===== src/rtl/regfile_wb_arbiter_pkg.sv =====
// Shared types and defaults for the register-file write-port arbiter.
// Defaults match the reg_file widths.
package regfile_wb_arbiter_pkg;

  localparam int unsigned DataWidth = 32;
  localparam int unsigned AddrWidth = 5;
  localparam int unsigned RegZero   = 0;

  typedef enum logic [1:0] {
    StEmpty = 2'd0,
    StFull  = 2'd1,
    StForce = 2'd2
  } arb_state_e;

endpackage


===== src/rtl/regfile_wb_arbiter_if.sv =====
// Bundle of WB, MDU, ID and reg_file signals around the write-port arbiter.
// The arbiter uses the slave view; its environment uses the master view.
interface regfile_wb_arbiter_if
  import regfile_wb_arbiter_pkg::*;
#(
  parameter int unsigned DATA_WIDTH = DataWidth,
  parameter int unsigned ADDR_WIDTH = AddrWidth
);
  localparam int unsigned NREG = 1 << ADDR_WIDTH;

  logic                  wb_valid;
  logic [ADDR_WIDTH-1:0] wb_waddr;
  logic [DATA_WIDTH-1:0] wb_wdata;
  logic                  mdu_issue;
  logic [ADDR_WIDTH-1:0] mdu_issue_waddr;
  logic                  mdu_rvalid;
  logic                  mdu_rready;
  logic [ADDR_WIDTH-1:0] mdu_waddr;
  logic [DATA_WIDTH-1:0] mdu_wdata;
  logic [ADDR_WIDTH-1:0] id_raddr1;
  logic [ADDR_WIDTH-1:0] id_raddr2;
  logic                  id_wen;
  logic [ADDR_WIDTH-1:0] id_waddr;
  logic                  id_stall;
  logic                  rf_wen;
  logic [ADDR_WIDTH-1:0] rf_waddr;
  logic [DATA_WIDTH-1:0] rf_wdata;
  logic [NREG-1:0]       busy_vec;

  modport master (
    output wb_valid, wb_waddr, wb_wdata, mdu_issue, mdu_issue_waddr,
    output mdu_rvalid, mdu_waddr, mdu_wdata, id_raddr1, id_raddr2, id_wen, id_waddr,
    input  mdu_rready, id_stall, rf_wen, rf_waddr, rf_wdata, busy_vec
  );

  modport slave (
    input  wb_valid, wb_waddr, wb_wdata, mdu_issue, mdu_issue_waddr,
    input  mdu_rvalid, mdu_waddr, mdu_wdata, id_raddr1, id_raddr2, id_wen, id_waddr,
    output mdu_rready, id_stall, rf_wen, rf_waddr, rf_wdata, busy_vec
  );

endinterface


===== src/rtl/regfile_scoreboard.sv =====
// Per-register busy bits for pending MDU destinations and the ID-stage hazard compare.
// A same-cycle set and clear of one register leaves it busy.
module regfile_scoreboard
  import regfile_wb_arbiter_pkg::*;
#(
  parameter int unsigned ADDR_WIDTH = AddrWidth,
  localparam int unsigned NREG      = 1 << ADDR_WIDTH
) (
  input  logic                  clk_i,
  input  logic                  rst_ni,
  input  logic                  set_i,
  input  logic [ADDR_WIDTH-1:0] set_addr_i,
  input  logic                  clr_i,
  input  logic [ADDR_WIDTH-1:0] clr_addr_i,
  input  logic [ADDR_WIDTH-1:0] raddr1_i,
  input  logic [ADDR_WIDTH-1:0] raddr2_i,
  input  logic                  wen_i,
  input  logic [ADDR_WIDTH-1:0] waddr_i,
  output logic [NREG-1:0]       busy_o,
  output logic                  hazard_o
);

  logic [NREG-1:0] busy_q, busy_d;

  always_comb begin
    busy_d = busy_q;
    if (clr_i) busy_d[clr_addr_i] = 1'b0;
    if (set_i) busy_d[set_addr_i] = 1'b1;
    busy_d[RegZero] = 1'b0;
  end

  always_ff @(posedge clk_i or negedge rst_ni) begin
    if (!rst_ni) busy_q <= '0;
    else         busy_q <= busy_d;
  end

  // Bit 0 is never set, so the WAW term needs no explicit x0 guard.
  assign hazard_o = (busy_q[raddr1_i] && (raddr1_i != ADDR_WIDTH'(RegZero))) ||
                    (busy_q[raddr2_i] && (raddr2_i != ADDR_WIDTH'(RegZero))) ||
                    (wen_i && busy_q[waddr_i]);
  assign busy_o   = busy_q;

endmodule


===== src/rtl/regfile_wb_arbiter.sv =====
// Shares the reg_file write port between WB and a one-entry MDU result buffer,
// forcing a drain via ID stall when the buffer has waited too long.
module regfile_wb_arbiter
  import regfile_wb_arbiter_pkg::*;
#(
  parameter int unsigned DATA_WIDTH   = DataWidth,
  parameter int unsigned ADDR_WIDTH   = AddrWidth,
  parameter int unsigned STARVE_LIMIT = 4
) (
  input logic                 clk,
  input logic                 rstn,
  regfile_wb_arbiter_if.slave bus
);

  localparam int unsigned CntW = (STARVE_LIMIT > 1) ? $clog2(STARVE_LIMIT) : 1;
  localparam logic [CntW-1:0] CntMax = CntW'(STARVE_LIMIT - 1);

  arb_state_e            state_q;
  logic [ADDR_WIDTH-1:0] buf_addr_q;
  logic [DATA_WIDTH-1:0] buf_data_q;
  logic [CntW-1:0]       starve_q;

  logic wb_eff, buf_held, drain, sb_hazard;

  assign wb_eff   = bus.wb_valid && (bus.wb_waddr != ADDR_WIDTH'(RegZero));
  assign buf_held = (state_q == StFull) || (state_q == StForce);
  assign drain    = buf_held && !wb_eff;

  always_ff @(posedge clk or negedge rstn) begin
    if (!rstn) begin
      state_q    <= StEmpty;
      buf_addr_q <= '0;
      buf_data_q <= '0;
      starve_q   <= '0;
    end else begin
      case (state_q)
        StEmpty: begin
          if (bus.mdu_rvalid) begin
            buf_addr_q <= bus.mdu_waddr;
            buf_data_q <= bus.mdu_wdata;
            starve_q   <= '0;
            state_q    <= StFull;
          end
        end
        StFull: begin
          if (drain)                  state_q  <= StEmpty;
          else if (starve_q == CntMax) state_q <= StForce;
          else                        starve_q <= starve_q + 1'b1;
        end
        StForce: begin
          if (drain) state_q <= StEmpty;
        end
        default: state_q <= StEmpty;
      endcase
    end
  end

  // Reset gates every output so they drop as soon as rstn falls.
  always_comb begin
    bus.rf_wen   = 1'b0;
    bus.rf_waddr = '0;
    bus.rf_wdata = '0;
    if (rstn) begin
      if (wb_eff) begin
        bus.rf_wen   = 1'b1;
        bus.rf_waddr = bus.wb_waddr;
        bus.rf_wdata = bus.wb_wdata;
      end else if (buf_held && (buf_addr_q != ADDR_WIDTH'(RegZero))) begin
        bus.rf_wen   = 1'b1;
        bus.rf_waddr = buf_addr_q;
        bus.rf_wdata = buf_data_q;
      end
    end
  end

  assign bus.mdu_rready = rstn && (state_q == StEmpty);
  assign bus.id_stall   = rstn && ((state_q == StForce) || sb_hazard);

  regfile_scoreboard #(
    .ADDR_WIDTH(ADDR_WIDTH)
  ) u_scoreboard (
    .clk_i      (clk),
    .rst_ni     (rstn),
    .set_i      (bus.mdu_issue),
    .set_addr_i (bus.mdu_issue_waddr),
    .clr_i      (drain),
    .clr_addr_i (buf_addr_q),
    .raddr1_i   (bus.id_raddr1),
    .raddr2_i   (bus.id_raddr2),
    .wen_i      (bus.id_wen),
    .waddr_i    (bus.id_waddr),
    .busy_o     (bus.busy_vec),
    .hazard_o   (sb_hazard)
  );

endmodule


===== src/flat_wrapper.sv =====
// flat-port wrapper written by rule: the top's interface ports become plain ports
module regfile_wb_arbiter_flat import regfile_wb_arbiter_pkg::*;
#(
  parameter int unsigned DATA_WIDTH   = DataWidth,
  parameter int unsigned ADDR_WIDTH   = AddrWidth,
  parameter int unsigned STARVE_LIMIT = 4
)
  (clk, rstn, bus_wb_valid, bus_wb_waddr, bus_wb_wdata, bus_mdu_issue, bus_mdu_issue_waddr, bus_mdu_rvalid, bus_mdu_waddr, bus_mdu_wdata, bus_id_raddr1, bus_id_raddr2, bus_id_wen, bus_id_waddr, bus_mdu_rready, bus_id_stall, bus_rf_wen, bus_rf_waddr, bus_rf_wdata, bus_busy_vec);
  regfile_wb_arbiter_if #(.DATA_WIDTH(DATA_WIDTH), .ADDR_WIDTH(ADDR_WIDTH)) bus_i ();
  input logic clk;
  input logic rstn;
  input wire logic [$bits(bus_i.wb_valid)-1:0] bus_wb_valid;
  input wire logic [$bits(bus_i.wb_waddr)-1:0] bus_wb_waddr;
  input wire logic [$bits(bus_i.wb_wdata)-1:0] bus_wb_wdata;
  input wire logic [$bits(bus_i.mdu_issue)-1:0] bus_mdu_issue;
  input wire logic [$bits(bus_i.mdu_issue_waddr)-1:0] bus_mdu_issue_waddr;
  input wire logic [$bits(bus_i.mdu_rvalid)-1:0] bus_mdu_rvalid;
  input wire logic [$bits(bus_i.mdu_waddr)-1:0] bus_mdu_waddr;
  input wire logic [$bits(bus_i.mdu_wdata)-1:0] bus_mdu_wdata;
  input wire logic [$bits(bus_i.id_raddr1)-1:0] bus_id_raddr1;
  input wire logic [$bits(bus_i.id_raddr2)-1:0] bus_id_raddr2;
  input wire logic [$bits(bus_i.id_wen)-1:0] bus_id_wen;
  input wire logic [$bits(bus_i.id_waddr)-1:0] bus_id_waddr;
  output wire logic [$bits(bus_i.mdu_rready)-1:0] bus_mdu_rready;
  output wire logic [$bits(bus_i.id_stall)-1:0] bus_id_stall;
  output wire logic [$bits(bus_i.rf_wen)-1:0] bus_rf_wen;
  output wire logic [$bits(bus_i.rf_waddr)-1:0] bus_rf_waddr;
  output wire logic [$bits(bus_i.rf_wdata)-1:0] bus_rf_wdata;
  output wire logic [$bits(bus_i.busy_vec)-1:0] bus_busy_vec;
  assign bus_i.wb_valid = bus_wb_valid;
  assign bus_i.wb_waddr = bus_wb_waddr;
  assign bus_i.wb_wdata = bus_wb_wdata;
  assign bus_i.mdu_issue = bus_mdu_issue;
  assign bus_i.mdu_issue_waddr = bus_mdu_issue_waddr;
  assign bus_i.mdu_rvalid = bus_mdu_rvalid;
  assign bus_i.mdu_waddr = bus_mdu_waddr;
  assign bus_i.mdu_wdata = bus_mdu_wdata;
  assign bus_i.id_raddr1 = bus_id_raddr1;
  assign bus_i.id_raddr2 = bus_id_raddr2;
  assign bus_i.id_wen = bus_id_wen;
  assign bus_i.id_waddr = bus_id_waddr;
  assign bus_mdu_rready = bus_i.mdu_rready;
  assign bus_id_stall = bus_i.id_stall;
  assign bus_rf_wen = bus_i.rf_wen;
  assign bus_rf_waddr = bus_i.rf_waddr;
  assign bus_rf_wdata = bus_i.rf_wdata;
  assign bus_busy_vec = bus_i.busy_vec;
  regfile_wb_arbiter #(.DATA_WIDTH(DATA_WIDTH), .ADDR_WIDTH(ADDR_WIDTH), .STARVE_LIMIT(STARVE_LIMIT)) u_core (.clk(clk), .rstn(rstn), .bus(bus_i));
endmodule

===== config.mk =====
export PLATFORM = sky130hd
export DESIGN_NAME = regfile_wb_arbiter_flat
export DESIGN_NICKNAME = d
export VERILOG_FILES = /design/src/rtl/regfile_wb_arbiter_pkg.sv /design/src/rtl/regfile_wb_arbiter_if.sv /design/src/rtl/regfile_scoreboard.sv /design/src/rtl/regfile_wb_arbiter.sv /design/src/flat_wrapper.sv
export SDC_FILE = /design/constraint.sdc
export NUM_CORES = 1
export LEC_CHECK = 0
export CAP_MARGIN = 20
export CORE_UTILIZATION = 45
export CTS_BUF_LIST = sky130_fd_sc_hd__clkbuf_8
export DETAILED_ROUTE_END_ITERATION = 8
export PLACE_DENSITY_LB_ADDON = 0.15
export SYNTH_ARGS = -nofsm -noshare
export SYNTH_HDL_FRONTEND = slang
export SYNTH_SLANG_ARGS = --single-unit

===== constraint.sdc =====
create_clock -name clk -period 2.8 [get_ports clk]
set_input_delay 0.56 -clock clk [delete_from_list [all_inputs] [get_ports clk]]
set_output_delay 0.56 -clock clk [all_outputs]
set_load 0.005 [all_outputs]

==> impl_metrics.yaml <==
status:
  status: "finished with violations"
  violations: "setup timing"
timing:
  fmax_mhz: 357
  timing.final.crit_share: 1.00
  slew_viol_final: 0
  finalClockSkew_ns: 0.0158
  tightest_slew_ns: 0.599
  fin_ws_ns: -0.00190
  rsz0062_at_grt: "yes"
  setup_viol_count_final: 1
  tns_ns: -0.00190
  hold_viol: 0
  relSlewSlack: 0.600
  fin_crit_ns: 2.80
floorplan:
  fp.dieH_um: 101
  dieWidth_um: 101
  io_pins: 172
  core_area_um2: 9330
  fp-row-count: 35
  start_util: 0.469
  dieArea_um2: 10100
layout:
  multi_input_area_um2: 2590
  drive_gt1_frac: 0.346
  area_growth_pct: 65.0
  fill_cells: 621
  ff_latch_area_um2: 1800
  diodes: 0
  fin_nets: 796
power_and_ir_drop:
  power_leakage_nw: 3.16
  power.density_nw_per_um2: 856
  design_power_total_w: 0.00617
  vdd.ir_drop.worst_mv: 0.428
global_route:
  gr-usage-all-layers: 0.330
  met1_usage: 0.414
  grt.met3_usage: 0.0707
  antenna_found_initial: 0
  overflow: 0
  grt.busiest_layer: "met2"
  grtUsageMet2: 0.560
  grt_pass1_vias: 4954
  grt_pass1_wl_mm: 25.5
  grt_max_degree: 41
logic_synthesis:
  synth-edff-count: 0
  synth.avg_cell_area_um2: 9.71
  yosysUniqueCellTypes: 46
  syn_inst: 450
  yosys_most_used_dff: "dfrtp_1"
  yosys_warnings: 0
  synthArstFlopShare: 1.00
  seq_area_frac_synth: 0.412
  ys_top_cells_by_count: "nand2_1 (75), dfrtp_1 (72), o21ai_0 (70), a21oi_1 (40), mux2_2 (39)"
  yosys.area.top_type: "dfrtp_1"
  netlist.area_leader.share: 0.412
  ys_ff_latch: 72
  synthesis.nets: 554
  synth_area_leaders: "dfrtp_1 (41%), mux2_2 (10%), o21ai_0 (8.0%)"
  synth.most_common_cell: "nand2_1"
  synthesis.area_um2: 4370
critical_path:
  crit_path_end: "bus_id_stall"
  startpoint: "u_core.u_scoreboard.busy_o[28]"
  worst-path-max-fanout: 4
  r2r_end: "u_core.u_scoreboard.busy_o[25]"
  worst_path_largest_cell_delay_ns: 0.44
  end_kind: "output pin"
  crit_arrival_ns: 2.24
  cp_slowest_cell: "dfrtp_1"
  path_buf_inv: 2
  rr_startpoint: "u_core.state_q[1]"
  cp_cell_sequence: "buf_4 > mux2_2 > o311a_1 > nand3_1 > a31oi_1 > o41ai_2 > o21ai_1 > buf_2"
  r2r_slack_ns: 0.82
  ff2ff_path_depth: 7
  cp.depth: 8
  cp_top_family: "compound AO/OA/AOI/OAI gates"
  required_ns: 2.24
  crit_path_start_kind: "flip-flop"
  path_class: "flip-flop to output pin"
placed_design:
  hpwlAfterDp_mm: 10.8
  gp_congestion: 0.902
  dpl_worst_slack_ns: -0.834
  io_buffers: 170
job:
  drv_cap: 0
hold_path:
  hp-class: "input port to asynchronous set/reset pin"
detailed_routing:
  viasPerCell: 5.78
  drt_iter0_drc: 356
  routed_wl_mm: 16.3
  wl_per_cell_um: 19.8
  dr_total_vias: 4773
  drcViolationCount: 0
  dr.pass1.iters: 5
  ant_nets: 0
clocking:
  cts_hold_buf: 0
  htreeDepth: 3
  numCtsBuffers: 9
  cts_buffer_depth: 2
  clock_sinks: 72
  cts.clk_slew.worst_paths_ns: 0.09
  clock_latency_ns: 0.34
  root_buffer: "clkbuf_8"
  cts_tree: "done"
-- worst reg2reg max path: cells and delay by family, from the launching register on --
| kind | cells | cell delay [ns] |
|---|---|---|
| AO/OA/AOI/OAI | 2 | 0.50 |
| adder cells (fa/ha/maj) | 1 | 0.30 |
| buffers and inverters | 2 | 0.27 |
| flip-flops | 1 | 0.37 |
| AND/OR/NAND/NOR | 2 | 0.39 |
-- what timing repair did --
action,in CTS,in global routing
pin swaps,17,15
gates resized for setup,213,35
cloned,7,0
setup buffers,29,5
setup endpoints to repair,39,44
-- how the worst min path moves through the flow --
stage	depth (start not counted)	slack [ns]	startpoint	to
final	1	0.09	rstn	u_core.buf_data_q[31]
after global routing	1	0.1	rstn	u_core.buf_data_q[31]
after CTS	1	0.07	rstn	u_core.buf_data_q[31]
after detailed placement	1	0.44	rstn	u_core.buf_data_q[31]
after global placement	1	0.44	rstn	u_core.buf_data_q[17]
after floorplan	0	0.26	rstn	u_core.buf_addr_q[0]
-- flip-flops by register name, summed over array words and instances (netlist names) --
| register | flops |
|---|---|
| u_core.buf_data_q | 32 |
| u_core.u_scoreboard.busy_o | 31 |
| u_core.buf_addr_q | 5 |
| u_core.starve_q | 2 |
| u_core.state_q | 2 |
-- metal layers --
layer	wire length, um	vias up
li1	-	2123
met2	8030	268
met5	0	-
met3	1410	47
met4	414	0
met1	6490	2335
-- cells by family after synthesis --
family,count (synthesis),share of synthesized area
AO/OA/AOI/OAI,135,0.175
buffers and inverters,33,0.0321
adder cells (fa/ha/maj),4,0.0115
flip-flops,72,0.412
AND/OR/NAND/NOR,132,0.150
other,1,0.000858
multiplexers,73,0.218
-- report_power, final --
group	switching, W	total (W)	internal, W
registers	0.000541	0.00210	0.00156
logic	0.00135	0.00321	0.00187
clock network	0.000417	0.000857	0.000439
-- cells in the final DEF, fill, tap and decap left out, types with 2 or more instances in the layout --
| cell | instances |
|---|---|
| mux2i_1 | 20 |
| buf_6 | 14 |
| clkinvlp_4 | 2 |
| nand2_4 | 2 |
| buf_4 | 64 |
| dfrtp_1 | 72 |
| dlygate4sd2_1 | 2 |
| mux2_2 | 39 |
| a21oi_1 | 28 |
| a211oi_2 | 2 |
| buf_2 | 38 |
| clkbuf_2 | 4 |
| nor2b_1 | 7 |
| dlymetal6s2s_1 | 6 |
| nand2b_1 | 3 |
| o21ai_4 | 2 |
| nand3_1 | 7 |
| a22oi_1 | 5 |
| o21ai_0 | 68 |
| nand3b_1 | 13 |
| or3_1 | 2 |
| buf_12 | 7 |
| a21oi_2 | 11 |
| buf_16 | 6 |
| or3b_2 | 4 |
| nand2_2 | 2 |
| inv_1 | 4 |
| nor2_1 | 8 |
| nand2_1 | 72 |
| mux4_2 | 14 |
| a22o_1 | 3 |
| clkbuf_8 | 10 |
| nand3b_2 | 2 |
| o21ai_1 | 2 |
| clkdlybuf4s50_1 | 116 |
| ha_1 | 3 |
-- area by class of cell --
cell class | instances | area share
Clock buffer | 10 | 0.0191
Clock inverter | 6 | 0.00937
Sequential cell | 72 | 0.250
Timing Repair Buffer | 259 | 0.337
Inverter | 5 | 0.00260
Multi-Input combinational cell | 345 | 0.359
Tap cell | 129 | 0.0224
-- per-stage QoR --
step	area (um2)	hold WS, ns	utilization	cells
floorplan	4370	0.264	-	450
global placement	6550	0.437	0.702	776
detailed placement	6550	0.440	0.702	776
CTS	7170	0.0745	0.768	827
global route	7210	0.0977	0.773	826
finish	7210	0.0937	0.773	826
(Power assumes the default switching activity.)
